**src/rtl/fp_mul_seq.sv**
```systemverilog
// Sequential IEEE-754 single-precision multiplier (shift-add mantissa product, RNE rounding, FTZ).
// Latency: specials out_valid one edge after accept; normal operands 24/RADIX_BITS+2 edges after accept.
// Backpressure: in_ready only in IDLE; result/ovf/unf/out_valid held in DONE until out_ready.
module fp_mul_seq #(
  parameter int          RADIX_BITS = 1,
  parameter logic [31:0] CANON_NAN  = 32'h7FC00000
) (
  input  logic        clk,
  input  logic        rst_n,
  input  logic        in_valid,
  output logic        in_ready,
  input  logic [31:0] a,
  input  logic [31:0] b,
  input  logic        a_zero,
  input  logic        a_inf,
  input  logic        a_nan,
  input  logic        b_zero,
  input  logic        b_inf,
  input  logic        b_nan,
  output logic        out_valid,
  input  logic        out_ready,
  output logic [31:0] result,
  output logic        ovf,
  output logic        unf
);

  localparam int         NCYC     = 24 / RADIX_BITS;
  localparam logic [4:0] CNT_LAST = 5'(NCYC - 1);

  typedef enum logic [1:0] {IDLE, MUL, RND, DONE} state_t;

  state_t      state, state_nxt;
  logic        sign;
  logic [7:0]  ea, eb;
  logic [23:0] ma, mb;
  logic [47:0] acc;
  logic [4:0]  cnt;

  logic        accept;
  logic        a_z, b_z, spec_hit;
  logic [31:0] spec_res;

  assign in_ready = (state == IDLE);
  assign accept   = in_valid & in_ready;

  // Subnormals flush to zero, so an exponent of 0 counts as zero for special handling.
  assign a_z      = a_zero | (a[30:23] == 8'h00);
  assign b_z      = b_zero | (b[30:23] == 8'h00);
  assign spec_hit = a_z | b_z | a_inf | a_nan | b_inf | b_nan;

  // Special-case result selection, highest priority first.
  always_comb begin
    spec_res = {a[31] ^ b[31], 31'h0};
    if (a_nan | b_nan)                        spec_res = CANON_NAN;
    else if ((a_inf & b_z) | (b_inf & a_z))   spec_res = CANON_NAN;
    else if (a_inf | b_inf)                   spec_res = {a[31] ^ b[31], 8'hFF, 23'h0};
  end

  // One radix step: add multiplicand x low digit into the upper half, then shift right.
  logic [23+RADIX_BITS:0] pp;
  logic [24+RADIX_BITS:0] sum;
  logic [48+RADIX_BITS:0] wide;
  always_comb begin
    pp   = {{RADIX_BITS{1'b0}}, ma} * {{24{1'b0}}, mb[RADIX_BITS-1:0]};
    sum  = {{(RADIX_BITS+1){1'b0}}, acc[47:24]} + {1'b0, pp};
    wide = {sum, acc[23:0]} >> RADIX_BITS;
  end

  // Normalise, round to nearest even, then detect overflow/underflow of the biased exponent.
  logic signed [9:0] e_base, e_norm, e_fin;
  logic [22:0] mant, mant_f;
  logic [23:0] mant_r;
  logic        g, s, rup, ovf_c, unf_c;
  logic [31:0] rnd_res;
  always_comb begin
    e_base = $signed({2'b00, ea}) + $signed({2'b00, eb}) - 10'sd127;
    if (acc[47]) begin
      mant   = acc[46:24];
      g      = acc[23];
      s      = |acc[22:0];
      e_norm = e_base + 10'sd1;
    end else begin
      mant   = acc[45:23];
      g      = acc[22];
      s      = |acc[21:0];
      e_norm = e_base;
    end
    rup    = g & (s | mant[0]);
    mant_r = {1'b0, mant} + {23'h0, rup};
    if (mant_r[23]) begin
      mant_f = 23'h0;
      e_fin  = e_norm + 10'sd1;
    end else begin
      mant_f = mant_r[22:0];
      e_fin  = e_norm;
    end
    ovf_c   = (e_fin >= 10'sd255);
    unf_c   = (e_fin <= 10'sd0);
    rnd_res = {sign, e_fin[7:0], mant_f};
    if (ovf_c)      rnd_res = {sign, 8'hFF, 23'h0};
    else if (unf_c) rnd_res = {sign, 31'h0};
  end

  // State register.
  always_ff @(posedge clk or negedge rst_n) begin
    if (!rst_n) state <= IDLE;
    else        state <= state_nxt;
  end

  // Next-state logic.
  always_comb begin
    state_nxt = state;
    case (state)
      IDLE: if (accept) state_nxt = spec_hit ? DONE : MUL;
      MUL:  if (cnt == CNT_LAST) state_nxt = RND;
      RND:  state_nxt = DONE;
      DONE: if (out_valid && out_ready) state_nxt = IDLE;
      default: state_nxt = IDLE;
    endcase
  end

  // Operand capture, iterative product, and registered result/flags.
  always_ff @(posedge clk or negedge rst_n) begin
    if (!rst_n) begin
      sign   <= 1'b0;
      ea     <= 8'h0;
      eb     <= 8'h0;
      ma     <= 24'h0;
      mb     <= 24'h0;
      acc    <= 48'h0;
      cnt    <= 5'd0;
      result <= 32'h0;
      ovf    <= 1'b0;
      unf    <= 1'b0;
    end else begin
      case (state)
        IDLE: if (accept) begin
          sign <= a[31] ^ b[31];
          ea   <= a[30:23];
          eb   <= b[30:23];
          ma   <= {1'b1, a[22:0]};
          mb   <= {1'b1, b[22:0]};
          acc  <= 48'h0;
          cnt  <= 5'd0;
          ovf  <= 1'b0;
          unf  <= 1'b0;
          if (spec_hit) result <= spec_res;
        end
        MUL: begin
          acc <= wide[47:0];
          mb  <= mb >> RADIX_BITS;
          cnt <= (cnt == CNT_LAST) ? 5'd0 : cnt + 5'd1;
        end
        RND: begin
          result <= rnd_res;
          ovf    <= ovf_c;
          unf    <= unf_c;
        end
        default: ;
      endcase
    end
  end

  // out_valid rises the edge after entering DONE and drops on the handshake edge.
  always_ff @(posedge clk or negedge rst_n) begin
    if (!rst_n) out_valid <= 1'b0;
    else if (state == DONE) begin
      if (!out_valid)     out_valid <= 1'b1;
      else if (out_ready) out_valid <= 1'b0;
    end
  end

endmodule

```
**config.mk**
```make
export PLATFORM = sky130hd
export DESIGN_NAME = fp_mul_seq
export DESIGN_NICKNAME = d
export VERILOG_FILES = /design/src/rtl/fp_mul_seq.sv
export SDC_FILE = /design/constraint.sdc
export NUM_CORES = 1
export LEC_CHECK = 0
export CAP_MARGIN = 20
export CORE_UTILIZATION = 49
export CTS_CLUSTER_SIZE = 28
export DETAILED_ROUTE_END_ITERATION = 16
export GPL_ROUTABILITY_DRIVEN = 0
export PLACE_DENSITY = 0.71
export RECOVER_POWER = 100
export REMOVE_ABC_BUFFERS = 1
export SLEW_MARGIN = 20
export SYNTH_ARGS = -nofsm -noshare
export SYNTH_HDL_FRONTEND = slang
export SYNTH_SLANG_ARGS = --single-unit
```
**constraint.sdc**
```tcl
create_clock -name clk -period 5.35 [get_ports clk]
set_input_delay 0.8025 -clock clk [delete_from_list [all_inputs] [get_ports clk]]
set_output_delay 0.8025 -clock clk [all_outputs]
set_load 0.05 [all_outputs]
```
==> summary.md <==
| Metric | Value |
|---|---|
| Run status | finished with violations |
| Failing checks | capacitance limit, slew limit |
| Final Skew | 9.716 ps |
| CTS root buf | clkbuf_16 |
| TritonRoute pass-1 iters | 5 |
| Adder-Cell Fraction of Synth Area | 0.06638 |
| Crit Path Class | reg -> reg |
| Hold/Removal Path Class | reg -> reg |
| # rows | 50 |
| Filler cells | 1,588 |
| Die area | 0.01987 mm² |
| Post-synth top area share | 0.4099 |
| IO buf count | 109 |
| FF+latch count, synth | 155 |
| Post-DR wirelength/cell | 16.34 µm |
| GR Overflow Total | 0 |
| Largest family of logic cells by synthesized area | compound AO/OA/AOI/OAI gates |
| Mapped cell area | 0.009462 mm² |
| Syn. warnings | 0 |
| Worst slack, placed | 762.4 ps |
| Seq/Total Area, Yosys | 0.4099 |
| Sequential Area | 0.003880 mm² |
| Fin crit share | 0.8901 |
| Setup bufs post-CTS | 0 |
| Cells after Synth | 962 |
| First-pass GRT wire length | 36,630 µm |
| Post-Synth Simple-Gate Area | 0.1566 |
| Die height | 141.0 µm |
| Max_cap viols | 3 |
| Static Leak | 4.859 nW |
| Worst-case clock buffer depth | 2 |
| Syn avg cell area | 9.835 µm² |
| Via count | 7,566 |
| Max_slew headroom | -0.8356 |
| Pwr Total | 7.638 mW |
| CTS hold repair buffers | 0 |
| Core Box Area | 0.01883 mm² |
| 1st-iter DRT viols | 418 |
| Initial antenna violation count | 0 |
| DRC | 0 |
| Via-per-instance ratio | 5.684 |
| Most frequent cell after synthesis | dfrtp_1 |
| Compound-gate portion of the synthesized area | 0.1800 |
| Layout cell share with drive strength beyond 1 | 0.09617 |
| Starting Density | 0.5025 |
| Max FO, Critical Path | 22 |
| FFs w/ async S/R, synth | 1.000 |
| CTS H-tree depth | 4 |
| Antenna diodes | 0 |
| Arr. time, crit path | 5120 ps |
| Most used DFF post-synth | dfrtp_1 |
| Peak Freq | 0.2100 GHz |
| Synth area leaders | dfrtp_1 (41%), ha_1 (6.2%), mux2_2 (5.2%), a22o_1 (4.4%), mux2i_1 (4.1%) |
| CTS resizes | 0 |
| Post-synth EDFFs | 0 |
| Mux cell area share after synthesis | 0.09363 |
| Crit path time final | 4762 ps |
| Finish-stage setup viols | 0 |
| Final net count | 1,181 |
| Multi-input logic area | 0.005265 mm² |
| RSZ-0062 raised after global routing | false |
| Post-synthesis xor/xnor area fraction | 0.06109 |
| CTS tree | done |
| Startpoint Class | flip-flop |
| Worst skew pair latency | 430 ps |
| Least-Margin Pin Slew | 2747 ps |
| Detailed Route WL | 21,750 µm |
| Num Clock Sinks | 155 |
| Ports | 110 |
| Dpl hpwl | 15,670 µm |
| Cell accounting for the most synthesized area | dfrtp_1 |
| VDD IR max | 0.2961 mV |
| CP required | 5710 ps |
| Nature of the critical path endpoint | flip-flop |
| Die Width | 141.0 µm |
| Slew Viols, Final | 138 |
| Power per standard cell area | 671.1 mW/mm² |
| Gr usage total | 0.2305 |
| Area grow syn2layout | 20.29% |
| Vias in the first global route | 7,328 |
| Synth cell count leaders | dfrtp_1 (155), nand2_1 (91), o21ai_0 (70), nor2_1 (52) |
| Post-route ant nets | 0 |
| Largest net degree at the start of global routing | 64 |
| Clock transition at path regs | 70 ps |
| Final Hold Fails | 0 |
| Synth unique cells | 75 |
| Setup slack after layout | 588.2 ps |
| TritonCTS Buffers | 17 |
-- layout by cell type, fill, tap and decap left out, drive strengths merged, types with 5 or more instances in the layout --
cell           count
a21oi             47
or4                6
o21a               5
clkinv             7
nor2              53
nand2             91
xnor2             40
clkdlybuf4s50     70
buf                9
inv               32
dfrtp            155
a31oi              6
clkbuf            23
nand4              5
nor3              15
and3               6
xor2              26
o211ai             9
a32o               5
dlygate4sd3       38
nand2b            11
mux2              44
and2              29
nand3             22
mux2i             39
o21ai             70
a21o               9
ha                47
nor4              18
a211oi             5
o21bai             8
nor2b              9
a22o              47
-- critical path: stages (launching register included) --
cell and delay, ps:
dfrtp_1 380, ha_1 290, ha_1 260, fa_1 480
xor2_1 470, o211ai_1 200, nor4_1 360, xnor2_1 160
or4b_1 630, nor3b_1 270, xor2_1 240, and2_0 280
and4_4 450, a32o_1 210
-- power breakdown --
group | switching, mW | internal [mW] | total, mW | leakage (nW)
clock network | 0.580 | 0.677 | 1.26 | 0.299
logic | 2.60 | 1.78 | 4.38 | 2.59
registers | 0.387 | 1.62 | 2.01 | 1.97
total | 3.57 | 4.07 | 7.64 | 4.86
-- flip-flops by register name, indices dropped and copies added (netlist names), 2 cells and up --
register and flops:
ea 8, mb 24, ma 24, cnt 5, result 32, state 2, eb 8, acc 48
-- per-layer routing --
metal  track usage  routed length [µm]
met5             0                   0
met4       0.06178                 301
met3       0.04280                 834
met2        0.3868               10460
met1        0.3061               10150
-- stage by stage --
step / TNS, ps / utilization / instances / area [µm²] / hold slack (ps)
6_report: 0 / 0.6044 / 1331 / 11380 / 469.5
5_1_grt: 0 / 0.6044 / 1331 / 11380 / 479.7
4_1_cts: 0 / 0.6073 / 1331 / 11440 / 276.7
3_5_place_dp: 0 / 0.5740 / 1299 / 10810 / 453.0
3_3_place_gp: 0 / 0.5740 / 1299 / 10810 / 443.4
2_1_floorplan: -182410 / - / 916 / 9253 / 425.9
-- cells by family (layout without fill, tap and decap cells) --
kind of cell             count (synthesis)  after routing
adder cells (fa/ha/maj)                 49             49
multiplexers                            83             83
flip-flops                             155            155
XOR/XNOR                                66             66
AO/OA/AOI/OAI                          250            250
AND/OR/NAND/NOR                        287            287
buffers and inverters                   72            181
-- worst paths after layout --
check / startpoint / end / slack (ps) / depth (start not counted)
worst max-delay path: ea[1]$_DFFE_PN0P_ / result[12]$_DFFE_PN0P_ / 590 / 13
worst min-delay path: ma[23]$_DFFE_PN0P_ / ma[23]$_DFFE_PN0P_ / 470 / 1
worst max register to register: ea[1]$_DFFE_PN0P_ / result[12]$_DFFE_PN0P_ / 590 / 13
worst min register to register: ma[23]$_DFFE_PN0P_ / ma[23]$_DFFE_PN0P_ / 470 / 1
max in group asynchronous: rst_n / acc[26]$_DFFE_PN0P_ / 1870 / 2
min in group asynchronous: rst_n / mb[18]$_DFFE_PN0P_ / 1000 / 1
-- layout make-up --
class / count / share of cell area
well taps: 260 / 0.02858
flip-flops and latches: 155 / 0.3409
repair buffers: 123 / 0.1042
clock buffers: 17 / 0.03738
inverters: 26 / 0.008575
clock inverters: 15 / 0.01770
multi-input cells: 735 / 0.4626
Power figures use the tool's default switching activity.
